==> config.mk <==
export PLATFORM = sky130hd
export DESIGN_NAME = atm_session_ctrl
export DESIGN_NICKNAME = d
export VERILOG_FILES = /design/src/rtl/atm_session_ctrl.sv
export SDC_FILE = /design/constraint.sdc
export NUM_CORES = 1
export LEC_CHECK = 0
export CAP_MARGIN = 5
export CORE_UTILIZATION = 56
export CTS_BUF_LIST = sky130_fd_sc_hd__clkbuf_4 sky130_fd_sc_hd__clkbuf_8
export DETAILED_ROUTE_END_ITERATION = 16
export DONT_BUFFER_PORTS = 1
export PLACE_DENSITY = 0.71
export SLEW_MARGIN = 20
export SYNTH_ARGS = -nofsm -noshare
export SYNTH_HDL_FRONTEND = slang
export SYNTH_SLANG_ARGS = --single-unit
==> constraint.sdc <==
create_clock -name clk -period 3.2 [get_ports clk]
set_input_delay 0.48 -clock clk [delete_from_list [all_inputs] [get_ports clk]]
set_output_delay 0.48 -clock clk [all_outputs]
set_load 0.05 [all_outputs]
==> src/rtl/atm_session_ctrl.sv <==
`default_nettype none
// ============================================================================
// Module      : atm_session_ctrl
// Description : ATM session/transaction controller. Sequences card, PIN and
//               menu operations, owns the account balance, enforces PIN
//               retry lockout and inactivity timeout, and handshakes with
//               the cash dispenser (disp_req held until disp_ack).
//               Optional per-session withdrawal cap: ATM_WD_LIMIT_EN
//               (adds the WD_LIMIT parameter, the wd_total register and
//               status 6 = LIMIT).
// Revision    : 1.0 - initial release
// ============================================================================
module atm_session_ctrl #(
  parameter int AMT_W         = 16,
  parameter int INIT_BALANCE  = 1000,
  parameter int MAX_PIN_TRIES = 3,
  parameter int TIMEOUT_CYC   = 255
`ifdef ATM_WD_LIMIT_EN
  ,
  parameter int WD_LIMIT      = 2000
`endif
) (
  input  logic             clk,
  input  logic             rst,
  input  logic             card_in,
  input  logic             pin_valid,
  input  logic             pin_ok,
  input  logic             op_valid,
  input  logic [1:0]       op,
  input  logic [AMT_W-1:0] amount,
  output logic             disp_req,
  output logic [AMT_W-1:0] disp_amt,
  input  logic             disp_ack,
  output logic [AMT_W-1:0] balance,
  output logic             card_eject,
  output logic             card_retain,
  output logic             done,
  output logic [2:0]       status,
  output logic             busy
);

  localparam int TRY_W  = (MAX_PIN_TRIES < 2) ? 1 : $clog2(MAX_PIN_TRIES + 1);
  localparam int IDLE_W = (TIMEOUT_CYC < 2) ? 1 : $clog2(TIMEOUT_CYC + 1);

  localparam logic [AMT_W-1:0]  INIT_BAL_C  = AMT_W'(INIT_BALANCE);
  localparam logic [TRY_W-1:0]  MAX_TRIES_C = TRY_W'(MAX_PIN_TRIES);
  localparam logic [IDLE_W-1:0] IDLE_LIM_C  = IDLE_W'(TIMEOUT_CYC);

  localparam logic [2:0] STAT_OK       = 3'd0;
  localparam logic [2:0] STAT_BAD_PIN  = 3'd1;
  localparam logic [2:0] STAT_LOCKED   = 3'd2;
  localparam logic [2:0] STAT_INSUFF   = 3'd3;
  localparam logic [2:0] STAT_OVERFLOW = 3'd4;
  localparam logic [2:0] STAT_TIMEOUT  = 3'd5;
`ifdef ATM_WD_LIMIT_EN
  localparam logic [2:0]   STAT_LIMIT  = 3'd6;
  localparam logic [AMT_W:0] WD_LIMIT_C = (AMT_W+1)'(WD_LIMIT);
`endif

  typedef enum logic [2:0] {
    ST_IDLE     = 3'd0,
    ST_PIN_WAIT = 3'd1,
    ST_MENU     = 3'd2,
    ST_CHECK    = 3'd3,
    ST_DISPENSE = 3'd4
  } state_t;

  state_t            state_q, state_d;
  logic [TRY_W-1:0]  tries_q, tries_d, tries_nxt;
  logic [IDLE_W-1:0] idle_cnt_q, idle_cnt_d, idle_nxt;
  logic [1:0]        op_q, op_d;
  logic [AMT_W-1:0]  amt_q, amt_d;
  logic              pend_q, pend_d;
  logic [AMT_W-1:0]  balance_q, balance_d;
  logic              disp_req_q, disp_req_d;
  logic [AMT_W-1:0]  disp_amt_q, disp_amt_d;
  logic              card_eject_q, card_eject_d;
  logic              card_retain_q, card_retain_d;
  logic              done_q, done_d;
  logic [2:0]        status_q, status_d;
  logic              busy_q, busy_d;
  logic [AMT_W:0]    dep_sum;
`ifdef ATM_WD_LIMIT_EN
  logic [AMT_W-1:0]  wd_total_q, wd_total_d;
  logic [AMT_W:0]    wd_sum;
`endif

  // Next-state and next-output computation for the whole session FSM.
  // A menu selection is latched first (pend_q) and evaluated in CHECK on the
  // following cycle, so results appear two edges after the op_valid edge.
  always_comb begin
    state_d       = state_q;
    tries_d       = tries_q;
    idle_cnt_d    = idle_cnt_q;
    op_d          = op_q;
    amt_d         = amt_q;
    pend_d        = 1'b0;
    balance_d     = balance_q;
    disp_req_d    = disp_req_q;
    disp_amt_d    = disp_amt_q;
    card_eject_d  = 1'b0;
    card_retain_d = 1'b0;
    done_d        = 1'b0;
    status_d      = status_q;
    tries_nxt     = tries_q + TRY_W'(1);
    idle_nxt      = idle_cnt_q + IDLE_W'(1);
    dep_sum       = {1'b0, balance_q} + {1'b0, amt_q};
`ifdef ATM_WD_LIMIT_EN
    wd_total_d    = wd_total_q;
    wd_sum        = {1'b0, wd_total_q} + {1'b0, amt_q};
`endif

    case (state_q)
      ST_IDLE: begin
        if (card_in) begin
          state_d    = ST_PIN_WAIT;
          tries_d    = '0;
          idle_cnt_d = '0;
`ifdef ATM_WD_LIMIT_EN
          wd_total_d = '0;
`endif
        end
      end

      ST_PIN_WAIT: begin
        if (!card_in) begin
          state_d    = ST_IDLE;
          idle_cnt_d = '0;
        end else if (pin_valid) begin
          idle_cnt_d = '0;
          done_d     = 1'b1;
          if (pin_ok) begin
            state_d  = ST_MENU;
            status_d = STAT_OK;
          end else begin
            tries_d = tries_nxt;
            if (tries_nxt == MAX_TRIES_C) begin
              state_d       = ST_IDLE;
              card_retain_d = 1'b1;
              status_d      = STAT_LOCKED;
            end else begin
              status_d = STAT_BAD_PIN;
            end
          end
        end else if (idle_nxt == IDLE_LIM_C) begin
          state_d      = ST_IDLE;
          idle_cnt_d   = '0;
          card_eject_d = 1'b1;
          done_d       = 1'b1;
          status_d     = STAT_TIMEOUT;
        end else begin
          idle_cnt_d = idle_nxt;
        end
      end

      ST_MENU: begin
        if (!card_in) begin
          state_d    = ST_IDLE;
          idle_cnt_d = '0;
        end else if (pend_q) begin
          state_d    = ST_CHECK;
          idle_cnt_d = '0;
        end else if (op_valid) begin
          idle_cnt_d = '0;
          if (op == 2'b11) begin
            state_d      = ST_IDLE;
            card_eject_d = 1'b1;
            done_d       = 1'b1;
            status_d     = STAT_OK;
          end else begin
            op_d   = op;
            amt_d  = amount;
            pend_d = 1'b1;
          end
        end else if (idle_nxt == IDLE_LIM_C) begin
          state_d      = ST_IDLE;
          idle_cnt_d   = '0;
          card_eject_d = 1'b1;
          done_d       = 1'b1;
          status_d     = STAT_TIMEOUT;
        end else begin
          idle_cnt_d = idle_nxt;
        end
      end

      ST_CHECK: begin
        state_d    = ST_MENU;
        idle_cnt_d = '0;
        case (op_q)
          2'b00: begin
            if ((amt_q == '0) || (amt_q > balance_q)) begin
              done_d   = 1'b1;
              status_d = STAT_INSUFF;
            end
`ifdef ATM_WD_LIMIT_EN
            else if (wd_sum > WD_LIMIT_C) begin
              done_d   = 1'b1;
              status_d = STAT_LIMIT;
            end
`endif
            else begin
              state_d    = ST_DISPENSE;
              disp_amt_d = amt_q;
              disp_req_d = 1'b1;
            end
          end
          2'b01: begin
            done_d = 1'b1;
            if (dep_sum[AMT_W]) begin
              status_d = STAT_OVERFLOW;
            end else begin
              balance_d = dep_sum[AMT_W-1:0];
              status_d  = STAT_OK;
            end
          end
          default: begin
            done_d   = 1'b1;
            status_d = STAT_OK;
          end
        endcase
      end

      ST_DISPENSE: begin
        // No timeout, card removal or abort here: only the dispenser ends it.
        if (disp_ack) begin
          state_d    = ST_MENU;
          idle_cnt_d = '0;
          disp_req_d = 1'b0;
          balance_d  = balance_q - disp_amt_q;
`ifdef ATM_WD_LIMIT_EN
          wd_total_d = wd_total_q + disp_amt_q;
`endif
          done_d     = 1'b1;
          status_d   = STAT_OK;
        end
      end

      default: begin
        state_d = ST_IDLE;
      end
    endcase

    busy_d = (state_d != ST_IDLE);
  end

  // State and registered-output flops with synchronous reset.
  always_ff @(posedge clk) begin
    if (rst) begin
      state_q       <= ST_IDLE;
      tries_q       <= '0;
      idle_cnt_q    <= '0;
      op_q          <= '0;
      amt_q         <= '0;
      pend_q        <= 1'b0;
      balance_q     <= INIT_BAL_C;
      disp_req_q    <= 1'b0;
      disp_amt_q    <= '0;
      card_eject_q  <= 1'b0;
      card_retain_q <= 1'b0;
      done_q        <= 1'b0;
      status_q      <= STAT_OK;
      busy_q        <= 1'b0;
`ifdef ATM_WD_LIMIT_EN
      wd_total_q    <= '0;
`endif
    end else begin
      state_q       <= state_d;
      tries_q       <= tries_d;
      idle_cnt_q    <= idle_cnt_d;
      op_q          <= op_d;
      amt_q         <= amt_d;
      pend_q        <= pend_d;
      balance_q     <= balance_d;
      disp_req_q    <= disp_req_d;
      disp_amt_q    <= disp_amt_d;
      card_eject_q  <= card_eject_d;
      card_retain_q <= card_retain_d;
      done_q        <= done_d;
      status_q      <= status_d;
      busy_q        <= busy_d;
`ifdef ATM_WD_LIMIT_EN
      wd_total_q    <= wd_total_d;
`endif
    end
  end

  assign disp_req    = disp_req_q;
  assign disp_amt    = disp_amt_q;
  assign balance     = balance_q;
  assign card_eject  = card_eject_q;
  assign card_retain = card_retain_q;
  assign done        = done_q;
  assign status      = status_q;
  assign busy        = busy_q;

endmodule
`default_nettype wire
==> out/metrics.cfg, run 1 <==
[yosys]
seq_area_frac_synth_pct=28.41
ys_ff_latch=72
synth_fp_nets=733
synth_top_area_share_pct=28.41
yosysTopAreaCell=dfxtp_1
synthCells=656
ys_warn_count=0
synthFlopType=dfxtp_1
yosysUniqueCellTypes=59
synth-edff-count=0
avgSynthCellArea_um2=7.734
synthTopCellsByArea=dfxtp_1 28%, ha_1 12%, a21oi_1 5.7%
synth.most_common_cell=nand2_1
synthArstFlopShare_pct=0
synth_area_um2=5074
ys_top_cells_by_count=75 x nand2_1, 72 x dfxtp_1, 70 x nor2_1, 58 x a21oi_1, 50 x ha_1

[clocking]
h-tree-depth=3
clk_path_buf_depth=2
clkLatencyLatePin_ps=370
cts_tree=yes
clkTransAtPathRegs_ps=90
numCtsBuffers=9
clock_sinks=72
cts_root_buffer=clkbuf_8

[floorplan]
core-area_um2=8763
die_area_um2=9445
initial_core_util_pct=57.90
die_y_um=97.19
rows=34
io-pin-count=65
die_w_um=97.19

[pwr]
ir_drop_mv=0.2473
leakagePower_nw=2.390
p_seq_share_pct=50.3
internal_power_mw=1.379
switching_power_uw=424.2
power_density_nw_per_um2=319.0
pwr-share-comb_pct=2.3
p_clk_share_pct=47.3
swShare_pct=23.52

[route]
drt-initial-drc-count=232
first_pass_iters=5
drc=0
viasPerCell=5.935
vias=4730
ant_nets=0
routedWlPerCell_um=16.25
finalWirelength_um=12950

[grt]
grt_use_total_pct=28.06
overflow=0
antenna_found_initial=0
grt_max_degree=67
grt_pass1_wl_um=21520
grt_pass1_vias=4491

[sta]
rsz0062_at_grt=false
final-setup-viol-count=0
maxSlewViolCount=0
whs_ps=178.6
setup_tns_ps=0
tightest_slew_ps=739.6
fin_skew_ps=13.26
relSlewSlack_pct=50.69
period_needed_ps=2988
finalHoldViolCount=0
timing.final.crit_share_pct=93.39
max_freq_mhz=334.6

[placed_design]
portBuffers=0
globalplace.congestion=0.9084
detailed_place_hpwl_um=9654

[setup_path]
arrival_ps=3250
startpoint_type=flip-flop
cp_max_fo=4
cp.required_ps=3460
crit_path_end_kind=flip-flop
path_class=flip-flop to flip-flop

[outcome]
outcome=finished, final reports clean

[flow_run]
max_cap_viol_count=0

[final_layout]
nNetsFinal=761
post-route-util_pct=64.51
area_growth_pct=11.42
layout-drive-gt1-share_pct=10.16
fillers=781
antenna_cells=0

[worst_hold_path]
hold_path_class=input port to flip-flop

## kinds of logic (layout without fill, tap and decap cells)
logic type	Yosys count	in the layout	synth area share, %
xor gates and xnor gates	22	22	3.798
AOI/OAI and AO/OA	165	165	21.21
muxes	20	20	3.970
adders and majority gates	52	52	13.12
buffers and inverters	71	104	5.425
and+or+nand+nor	254	254	24.07
DFF	72	72	28.41
## sequential cells by signal (all words and copies together) (netlist names), 2 cells and up
signal / cells
op_q: 2
balance: 16
idle_cnt_q: 8
state_q: 3
amt_q: 16
status: 3
disp_amt: 16
tries_q: 2
## through the flow
step | worst slack (ps) | instance area, um2 | power [mW] | std cells
final | 211.7 | 5653 | 1.804 | 797
after detailed placement | 213.6 | 5415 | 0.9701 | 780
after CTS | 196.6 | 5644 | 1.809 | 796
after floorplan | 156.7 | 5074 | 0.9708 | 656
after global routing | 13.63 | 5653 | 1.847 | 797
after global placement | 313.1 | 5415 | 0.9691 | 780
## final timing paths
check / start / end / slack (ps) / depth (start not counted)
max reg2reg: balance[0] / balance[14] / 210 / 13
min reg2reg: tries_q[0] / tries_q[0] / 480 / 2
max: balance[0] / balance[14] / 210 / 13
min: rst / amt_q[12] / 180 / 1
## power groups by stage
| stage | clock (mW) | combinational (mW) | sequential, mW |
|---|---|---|---|
| finish | 0.854 | 0.0419 | 0.908 |
| global route | 0.891 | 0.0470 | 0.909 |
| CTS | 0.860 | 0.0413 | 0.908 |
| detailed placement | 0 | 0.0411 | 0.929 |
| global placement | 0 | 0.0402 | 0.929 |
| floorplan | 0 | 0.0441 | 0.927 |
## area by class of cell
| cell class | count | area (um2) | share of cell area (%) |
|---|---|---|---|
| multi-input combinational | 513 | 3357 | 59.38 |
| inverter | 49 | 183.9 | 3.254 |
| clock inverter | 6 | 91.34 | 1.616 |
| clock buffer | 10 | 137.6 | 2.435 |
| timing repair buffer | 39 | 305.3 | 5.401 |
| sequential | 72 | 1443 | 25.52 |
| tap | 108 | 135.1 | 2.390 |
## critical path: stages, from the launching register on
cell and delay [ps]:
dfxtp_1 350, buf_4 230, inv_1 60, ha_1 210
fa_1 380, nor2b_1 210, o31a_1 220, a41o_1 260
o41ai_1 120, buf_4 150, o21ai_0 210, xor2_1 190
nor2_1 60, o41ai_1 240
## metal layers
layer / global-route usage [%] / up-vias / share of wire, %
met5: 0 / - / 0
met4: 8.726 / 0 / 1.7
met3: 6.187 / 22 / 6.3
met2: 47.51 / 131 / 47
met1: 35.48 / 2214 / 45
li1: - / 2363 / -
## cell usage in the layout (no fill, tap or decap), types with 4 or more instances in the layout
master | netlist | final
xor2_1 | 8 | 8
clkbuf_8 | 0 | 10
o21a_1 | 8 | 8
ha_1 | 50 | 50
nor4_1 | 7 | 7
a31oi_1 | 6 | 6
nor2_1 | 70 | 70
nor3b_1 | 4 | 4
a21o_1 | 8 | 8
mux2i_1 | 19 | 19
a221oi_1 | 4 | 4
nor3_1 | 17 | 17
o21ai_0 | 29 | 29
nand2b_1 | 13 | 13
o211ai_1 | 6 | 6
nand3_1 | 14 | 14
xnor2_1 | 14 | 14
buf_4 | 0 | 38
dfxtp_1 | 72 | 71
a21oi_1 | 58 | 58
and3_1 | 9 | 9
nor2b_1 | 10 | 10
nand4_1 | 6 | 6
inv_1 | 49 | 49
or3_1 | 9 | 9
a211oi_1 | 11 | 11
o21bai_1 | 7 | 7
nand2_1 | 75 | 75
## timing repair
action	4_1_cts	5_1_grt
setup endpoints to repair	0	2
resized for setup	0	1
hold buffers	0	0
buffers inserted	0	1
endpoints found under the hold margin	0	0
Power figures use the tool's default switching activity.
==> inputs of run 2 (changes only) <==
Settings changed: CORE_ASPECT_RATIO set to 1.5.
==> out/metrics.cfg, run 2 (synthesized netlist as in run 1, its figures left out) <==
[outcome]
outcome=finished, final reports clean

[floorplan]
rows=42  ; +24%
io-pin-count=65  ; unchanged
die_w_um=79.72  ; -18%
initial_core_util_pct=57.47  ; -0.43 points
core-area_um2=8828  ; +0.74%
die_y_um=118.6  ; +22%
die_area_um2=9452  ; about the same

[setup_path]
cp.required_ps=3470  ; about the same
cp_max_fo=7  ; +3
max_stage_delay_ps=410  ; +30 ps
r2r-end=balance[6]
arrival_ps=3300  ; +50 ps
crit_slowest_cell=fa_1
cp_num_buf_inv=1  ; -2
reg2reg_depth=11  ; -2
startpoint_type=flip-flop
crit_path_end_kind=flip-flop
timing.rr.start=amt_q[0]
critical-path-top-delay-family=compound AO/OA/AOI/OAI gates
path_class=flip-flop to flip-flop
crit_path_cell_trace=ha_1 > inv_1 > fa_1 > o21ba_2 > o2111ai_2 > a311oi_2 > o41ai_2 > a211oi_2 > or2_1 > and3_1 > a211o_1
r2r_setup_slack_ps=170  ; -40 ps

[final_layout]
area_growth_pct=12.38
antenna_cells=0  ; unchanged
finish.instance_area_um2=5702  ; +0.86%
nNetsFinal=767  ; +0.79%
layout_commonest_cell=nand2_1
post-route-util_pct=64.58  ; +0.077 points
final_cell_mix=75 x nand2_1, 72 x dfxtp_1, 70 x nor2_1
layout-drive-gt1-share_pct=10.79  ; +0.63 points
stdcell_count=805  ; +1.0%

[sta]
max_freq_mhz=330.5  ; -1.2%
final-setup-viol-count=0  ; unchanged
timing.final.crit_share_pct=94.56  ; +1.2 points
period_needed_ps=3026  ; +37.46 ps
maxSlewViolCount=0  ; unchanged
setup_tns_ps=0  ; unchanged
finalHoldViolCount=0  ; unchanged
tightest_slew_ps=668.0  ; -71.61 ps
fin_skew_ps=8.495  ; -4.765 ps
relSlewSlack_pct=54.32  ; +3.6 points
rsz0062_at_grt=false

[placed_design]
globalplace.congestion=0.9318  ; +2.6%
dp_cells=789  ; +1.2%
portBuffers=0  ; unchanged
detailed_place_hpwl_um=10470  ; +8.5%
placed_cell_area_um2=5458  ; +0.79%

[clocking]
ctsResizeCount=0  ; unchanged
clk_path_buf_depth=2  ; unchanged
numCtsBuffers=9  ; unchanged
clkLatencyLatePin_ps=380  ; about the same
post-cts-setup-buffers=0  ; unchanged
cts_hold_buf=0  ; unchanged
clock_sinks=72  ; unchanged
clkTransAtPathRegs_ps=80  ; about the same
cts_root_buffer=clkbuf_8
h-tree-depth=3  ; unchanged
cts_tree=yes

[grt]
antenna_found_initial=0  ; unchanged
grt_max_degree=67  ; unchanged
overflow=0  ; unchanged
grt_use_total_pct=30.98  ; +2.9 points
grt_pass1_vias=4715  ; +5.0%
grt_pass1_wl_um=22440  ; +4.3%

[route]
vias=4837  ; +2.3%
first_pass_iters=8  ; +3
drt-initial-drc-count=348  ; +50%
viasPerCell=6.009  ; +1.2%
routedWlPerCell_um=17.31  ; +6.5%
ant_nets=0  ; unchanged
finalWirelength_um=13930  ; +7.6%
drc=0  ; unchanged

[pwr]
power_density_nw_per_um2=328.0  ; +2.8%
ir_drop_mv=0.2107  ; -15%
power.total_mw=1.870  ; +3.7%
leakagePower_nw=2.414  ; +1.0%

[worst_hold_path]
whs_endpoint=tries_q[1]
holdPathStages=1  ; unchanged
hold_start=rst
hold_path_class=input port to flip-flop

[flow_run]
max_cap_viol_count=0  ; unchanged

==> run 2: cell types whose count changed in the layout (fill, tap and decap cells not counted), moves of 2 or more <==
| cell | change |
|---|---|
| clkinv_4 | -2 |
| clkbuf_4 | +2 |
| clkinvlp_4 | +2 |
| buf_4 | +7 |
==> run 2: per-stage QoR <==
step,hold WS [ps],setup WS (ps)
after CTS,154.3,167.9
after detailed placement,477.5,182.5
after global routing,154.0,9.821
after floorplan,450.5,156.7
after global placement,452.5,307.9
final,166.3,174.2
==> run 2: final cells by class <==
type,instances,area (um2)
Inverter,49,183.9
Clock buffer,11,138.9
Timing Repair Buffer,45,337.8
Sequential cell,72,1441
Multi-Input combinational cell,513,3357
Tap cell,110,137.6
Clock inverter,5,105.1
Fill cell,800,3127
==> run 2: worst register-to-register path: cells and delay by family, from the launching register on <==
kind,cells,cell delay [ps]
buf+inv,1,60
simple gates,2,490
flops,1,400
compound gates,6,1390
fa+ha+maj,2,610
==> run 2: layer usage <==
| metal | vias to the layer above | GRT usage (%) | wire length, um |
|---|---|---|---|
| met5 | - | 0 | 0 |
| met4 | 0 | 16.48 | 550 |
| met3 | 37 | 5.946 | 598 |
| met2 | 125 | 52.67 | 7230 |
| met1 | 2293 | 35.71 | 5553 |
| li1 | 2382 | - | - |
==> run 2: worst max path at each step <==
stage / start / endpoint / slack (ps) / cells past startpoint
final: amt_q[0] / balance[6] / 170 / 11
after detailed placement: amt_q[0] / balance[6] / 180 / 11
after CTS: amt_q[0] / balance[6] / 170 / 11
after global placement: amt_q[0] / balance[6] / 310 / 11
after floorplan: balance[0] / balance[6] / 160 / 11
after global routing: balance[0] / balance[14] / 10 / 12
==> run 2: report_power, final <==
part / switching [mW] / internal [mW] / total (mW)
clock: 0.384 / 0.535 / 0.920
sequential: 0.00942 / 0.899 / 0.908
combinational: 0.0261 / 0.0162 / 0.0424
